## config.mk

```make
export PLATFORM = sky130hd
export DESIGN_NAME = pipe_stage_reg
export DESIGN_NICKNAME = d
export VERILOG_FILES = /design/src/rtl/pipe_stage_reg.sv
export SDC_FILE = /design/constraint.sdc
export NUM_CORES = 1
export LEC_CHECK = 0
export CORE_MARGIN = 2
export CORE_UTILIZATION = 30
export CTS_CLUSTER_SIZE = 40
export DETAILED_ROUTE_END_ITERATION = 7
export SLEW_MARGIN = 20
export SYNTH_ARGS = -nofsm -noshare
export SYNTH_HDL_FRONTEND = slang
export SYNTH_SLANG_ARGS = --single-unit
```

## constraint.sdc

```tcl
create_clock -name clk -period 4.2 [get_ports clk]
set_input_delay 0.63 -clock clk [delete_from_list [all_inputs] [get_ports clk]]
set_output_delay 0.63 -clock clk [all_outputs]
set_load 0.02 [all_outputs]
```

## src/rtl/pipe_stage_reg.sv

```systemverilog
// pipe_stage_reg
//   Handshaked pipeline-stage register carrying a DATA_W payload and a CTRL_W
//   control field between core pipeline stages (IF/ID, ID/EX, EX/MEM, MEM/WB).
//   A flush turns the stage into a bubble by zeroing the control bits. When an
//   entry empties, its control bits are also zeroed, so out_ctrl is 0 whenever
//   out_valid is 0.
//
//   Build option: define PIPE_STAGE_SKID_EN to add a skid register and a
//   3-state FSM. In that build in_ready comes straight from a flop, so there
//   is no combinational path from out_ready to in_ready. Without the macro the
//   stage is a single register, and in_ready = !out_valid | out_ready.
//
// Parameters
//   DATA_W      payload width (>=1)
//   CTRL_W      control-bit width (>=1)
//   CLEAR_DATA  1: payload registers are zeroed on flush and when an entry
//               empties. 0: the payload keeps its stale value.
// Ports
//   clk        rising-edge clock
//   reset_n    asynchronous active-low reset
//   in_valid   upstream beat present
//   in_ready   stage accepts a beat this cycle
//   in_data    upstream payload
//   in_ctrl    upstream control bits
//   flush      synchronous squash of held and incoming beats
//   out_valid  downstream beat present
//   out_ready  downstream accepts
//   out_data   held payload
//   out_ctrl   held control bits (0 when out_valid=0)
//   stall_cnt  saturating count of cycles with out_valid & !out_ready
module pipe_stage_reg #(
  parameter int DATA_W     = 64,
  parameter int CTRL_W     = 4,
  parameter int CLEAR_DATA = 0
) (
  input  logic              clk,
  input  logic              reset_n,
  input  logic              in_valid,
  output logic              in_ready,
  input  logic [DATA_W-1:0] in_data,
  input  logic [CTRL_W-1:0] in_ctrl,
  input  logic              flush,
  output logic              out_valid,
  input  logic              out_ready,
  output logic [DATA_W-1:0] out_data,
  output logic [CTRL_W-1:0] out_ctrl,
  output logic [15:0]       stall_cnt
);

  logic              in_fire;
  logic              out_fire;
  logic [DATA_W-1:0] data_p0;
  logic [CTRL_W-1:0] ctrl_p0;

  // Payload value an entry takes when it empties or is flushed.
  function automatic logic [DATA_W-1:0] empty_data(input logic [DATA_W-1:0] d);
    return (CLEAR_DATA != 0) ? '0 : d;
  endfunction

  // Increment that sticks at all-ones instead of wrapping.
  function automatic logic [15:0] sat_inc16(input logic [15:0] c);
    return (c == 16'hFFFF) ? c : c + 16'd1;
  endfunction

  assign out_fire = out_valid & out_ready;
  assign out_data = data_p0;
  assign out_ctrl = ctrl_p0;

`ifdef PIPE_STAGE_SKID_EN
  typedef enum logic [1:0] {S_EMPTY, S_ONE, S_TWO} state_t;

  state_t            state, state_nxt;
  logic              in_ready_q;
  logic [DATA_W-1:0] data_p1;
  logic [CTRL_W-1:0] ctrl_p1;

  assign in_ready  = in_ready_q;
  assign out_valid = (state != S_EMPTY);
  assign in_fire   = in_valid & in_ready_q;

  always_comb begin
    state_nxt = state;
    if (flush) begin
      state_nxt = S_EMPTY;
    end else begin
      case (state)
        S_EMPTY: if (in_fire) state_nxt = S_ONE;
        S_ONE: begin
          if (in_fire && !out_fire)      state_nxt = S_TWO;
          else if (!in_fire && out_fire) state_nxt = S_EMPTY;
        end
        S_TWO:   if (out_fire) state_nxt = S_ONE;
        default: state_nxt = S_EMPTY;
      endcase
    end
  end

  // in_ready is the registered form of (next state != TWO).
  always_ff @(posedge clk or negedge reset_n) begin
    if (!reset_n) begin
      state      <= S_EMPTY;
      in_ready_q <= 1'b1;
    end else begin
      state      <= state_nxt;
      in_ready_q <= (state_nxt != S_TWO);
    end
  end

  // Stage boundary: main entry (p0) drives out_*, skid entry (p1) backs it.
  always_ff @(posedge clk or negedge reset_n) begin
    if (!reset_n) begin
      data_p0 <= '0;
      ctrl_p0 <= '0;
      data_p1 <= '0;
      ctrl_p1 <= '0;
    end else if (flush) begin
      data_p0 <= empty_data(data_p0);
      ctrl_p0 <= '0;
      data_p1 <= empty_data(data_p1);
      ctrl_p1 <= '0;
    end else begin
      case (state)
        S_EMPTY: begin
          if (in_fire) begin
            data_p0 <= in_data;
            ctrl_p0 <= in_ctrl;
          end
        end
        S_ONE: begin
          if (in_fire && out_fire) begin
            data_p0 <= in_data;
            ctrl_p0 <= in_ctrl;
          end else if (in_fire) begin
            data_p1 <= in_data;
            ctrl_p1 <= in_ctrl;
          end else if (out_fire) begin
            data_p0 <= empty_data(data_p0);
            ctrl_p0 <= '0;
          end
        end
        S_TWO: begin
          if (out_fire) begin
            data_p0 <= data_p1;
            ctrl_p0 <= ctrl_p1;
            data_p1 <= empty_data(data_p1);
            ctrl_p1 <= '0;
          end
        end
        default: ;
      endcase
    end
  end
`else
  logic vld_p0;

  assign out_valid = vld_p0;
  assign in_ready  = !vld_p0 | out_ready;
  assign in_fire   = in_valid & in_ready;

  // Stage boundary: single register (p0) drives out_*.
  always_ff @(posedge clk or negedge reset_n) begin
    if (!reset_n) begin
      vld_p0  <= 1'b0;
      data_p0 <= '0;
      ctrl_p0 <= '0;
    end else if (flush) begin
      vld_p0  <= 1'b0;
      data_p0 <= empty_data(data_p0);
      ctrl_p0 <= '0;
    end else if (in_fire) begin
      vld_p0  <= 1'b1;
      data_p0 <= in_data;
      ctrl_p0 <= in_ctrl;
    end else if (out_fire) begin
      vld_p0  <= 1'b0;
      data_p0 <= empty_data(data_p0);
      ctrl_p0 <= '0;
    end
  end
`endif

  // Flush does not touch the stall counter; only reset clears it.
  always_ff @(posedge clk or negedge reset_n) begin
    if (!reset_n) begin
      stall_cnt <= 16'd0;
    end else if (out_valid && !out_ready) begin
      stall_cnt <= sat_inc16(stall_cnt);
    end
  end

endmodule
```

==> impl_metrics.toml <==
[worst_setup_path]
critical_path.max_fanout = 6
critical_path_class = "primary input to output pin"
timing.critical_path.from_type = "primary input"
timing.critical_path.arrival_ns = 1.91
end_kind = "output pin"
cp.required_ns = 3.57

[floorplan]
core_region_area_um2 = 11300
dieArea_um2 = 12300
starting_utilization_of_the_core_area_pct = 30.4
die_height_um = 111
num_rows = 39
io_pins = 159
die_width_um = 111

[place]
port_buffers = 158
dp_hpwl_um = 5430
gpl.final_weighted_congestion = 0.754

[global_route]
grt_antenna_before_repair = 0
vias_in_the_first_global_route = 2460
largest_net_degree_at_the_start_of_global_routing = 86
grt_usage_pct = 13.0
total_gr_overflow = 0
grt_pass1_wl_um = 12800

[cts]
cts_made_buffers = 9
cts.sinks = 85
insertion_delay_ns = 0.33
clk_root_buffer_cell = "sky130_fd_sc_hd__clkbuf_16"
tritoncts = "yes"
ctsLongestPathBuffers = 2
cts_setup_buffers = 0
hold_buffers = 0
clkTransAtPathRegs_ns = 0.06
cts.repair.resized = 0
cts-htree-levels = 3

[finish]
finish.net_count = 464
drive_above_1_share_pct = 8.61
final_core_utilization_pct = 48.4
n_antenna_cell = 0
synthToLayoutAreaGrowth_pct = 59.0
fillers = 1031

[synth]
yosys_register_bits = 85
postSynthCellCount = 228
ys_types = 33
nets_in_the_synthesized_netlist = 302
yosys_warnings = 0
synth-seq-area-share_pct = 62.0
synth_area_um2 = 3430
syn_area_per_cell_um2 = 15.0

[timing]
skew_ns = 0.00508
layout_min_cycle_time_ns = 2.54
worst_slew_margin_rel_pct = 43.2
finalHoldViolations = 0
timing_worst_slew_pin_value_ns = 0.852
finalCritPeriodShare_pct = 60.4
fmax_mhz = 394
tns_ns = 0
final_max_slew_viol_count = 0
finalSetupViolations = 0
unrepaired_setup_endpoints_after_global_routing = "false"

[power_and_ir_drop]
p_per_area_nw_per_um2 = 468
power.ir.vdd_worst_mv = 0.289
power.static_leakage_nw = 2.29

[route]
route.final.wire_length_um = 7690
wl_per_cell_um = 14.3
detailroute.via_count = 2383
vias_per_cell = 4.43
first_pass_iters = 4
drt_iter0_markers = 83
drc = 0
final_antenna_net_count = 0

[job]
maxCapViolations = 0

[min_path]
hold_class = "primary input to asynchronous set/reset pin"

[outcome]
result_of_the_run = "completed"
## flip-flops by register name, indices dropped and copies added, names as in the netlist
signal     flops
out_data      64
stall_cnt     16
out_valid      1
out_ctrl       4
## cell usage after synthesis
master                     count  share of area, %
sky130_fd_sc_hd__nor2b_1       1              0.18
sky130_fd_sc_hd__nor4_1        3              0.55
sky130_fd_sc_hd__or2_0         1              0.18
sky130_fd_sc_hd__nor3_2        2              0.58
sky130_fd_sc_hd__and4_1        2              0.51
sky130_fd_sc_hd__nand2b_1      1              0.18
sky130_fd_sc_hd__nand3_1       3              0.44
sky130_fd_sc_hd__nor3_1        4              0.58
sky130_fd_sc_hd__inv_1         1              0.11
sky130_fd_sc_hd__mux2_1       61                20
sky130_fd_sc_hd__o21ai_0       3              0.44
sky130_fd_sc_hd__nor4_4        1              0.62
sky130_fd_sc_hd__or2_2         1              0.18
sky130_fd_sc_hd__nor2b_4       1              0.40
sky130_fd_sc_hd__nor4b_2       1              0.44
sky130_fd_sc_hd__nand3b_1      1              0.22
sky130_fd_sc_hd__nand2_1       8              0.88
sky130_fd_sc_hd__nand4_2       2              0.73
sky130_fd_sc_hd__mux2_2        5               1.6
sky130_fd_sc_hd__or3_1         1              0.18
sky130_fd_sc_hd__xnor2_1       3              0.77
sky130_fd_sc_hd__nor2_1       10               1.1
sky130_fd_sc_hd__nand4_1       1              0.18
sky130_fd_sc_hd__inv_2         1              0.11
sky130_fd_sc_hd__buf_6         6               2.0
sky130_fd_sc_hd__ha_1          1              0.36
sky130_fd_sc_hd__clkbuf_1      1              0.11
sky130_fd_sc_hd__and2_4        1              0.26
sky130_fd_sc_hd__xor2_1       10               2.6
sky130_fd_sc_hd__buf_4         1              0.22
sky130_fd_sc_hd__a22oi_1       4              0.88
sky130_fd_sc_hd__dfrtp_1      85                62
sky130_fd_sc_hd__or4b_4        1              0.40
## stage by stage
stage | setup slack, ns | instances | area, um2 | hold WS, ns | total power [mW]
floorplan | 2.28 | 228 | 3430 | 0.334 | 1.33
global placement | 1.38 | 522 | 5120 | 0.466 | 1.71
detailed placement | 1.35 | 522 | 5120 | 0.474 | 1.72
CTS | 1.66 | 538 | 5450 | 0.488 | 2.59
global route | 1.59 | 538 | 5450 | 0.382 | 2.68
finish | 1.66 | 538 | 5450 | 0.358 | 2.55
## power by group
part	switching, mW	internal (mW)	leakage (nW)
sequential	0.0792	0.949	1.03
combinational	0.308	0.360	1.09
clock	0.303	0.551	0.163
## final timing paths
| path | from | to | slack (ns) | cells past startpoint |
|---|---|---|---|---|
| min in group clk | out_data[4] | out_data[4] | 0.48 | 1 |
| max | out_ready | in_ready | 1.66 | 4 |
| max in group asynchronous | reset_n | out_data[58] | 3.32 | 1 |
| min | reset_n | stall_cnt[10] | 0.36 | 1 |
| min reg2reg | out_data[4] | out_data[4] | 0.48 | 1 |
| max reg2reg | out_valid | out_data[41] | 2.02 | 6 |
## cell usage in the layout, fill, tap and decap left out, drive strengths merged
cell | Yosys | routed
clkbuf | 1 | 12
nand3 | 3 | 3
and4 | 2 | 2
nor4 | 4 | 4
nand4 | 3 | 3
and2 | 1 | 1
o21ai | 3 | 3
dfrtp | 85 | 85
or2 | 2 | 2
nand3b | 1 | 1
nor3 | 6 | 6
clkdlybuf4s50 | 0 | 157
or4b | 1 | 1
or3 | 1 | 1
clkinv | 0 | 2
mux2 | 66 | 66
nor2b | 2 | 2
nor2 | 10 | 10
buf | 7 | 2
bufinv | 0 | 2
xnor2 | 3 | 3
xor2 | 10 | 10
inv | 2 | 2
nor4b | 1 | 1
a22oi | 4 | 4
ha | 1 | 1
nand2 | 8 | 8
nand2b | 1 | 1
## kinds of logic (layout without fill, tap and decap cells)
kind of cell | Yosys count | after routing | share of synthesized area [%]
DFF | 85 | 85 | 62.0
muxes | 66 | 66 | 21.7
and+or+nand+nor | 46 | 46 | 8.79
xor gates and xnor gates | 13 | 13 | 3.32
buffers and inverters | 10 | 177 | 2.52
AOI/OAI and AO/OA | 7 | 7 | 1.31
adders and majority gates | 1 | 1 | 0.365
## per-layer routing
layer	track usage (%)	routed length (um)
met1	17.4	3560
met4	6.25	178
met2	19.3	3430
met5	0	0
met3	3.83	522
## final cells by class
type	count	area (um2)	area share, %
Sequential cell	85	2130	39.0
Tap cell	143	179	3.28
Multi-Input combinational cell	133	1220	22.4
Clock buffer	12	256	4.70
Clock inverter	4	70.1	1.28
Inverter	2	7.51	0.138
Timing Repair Buffer	159	1590	29.2
## worst max-delay path: stages
cell,delay (ns)
sky130_fd_sc_hd__clkdlybuf4s50_1,0.50
sky130_fd_sc_hd__nor2b_4,0.06
sky130_fd_sc_hd__inv_2,0.09
sky130_fd_sc_hd__clkdlybuf4s50_1,0.63
(Power assumes the default switching activity.)
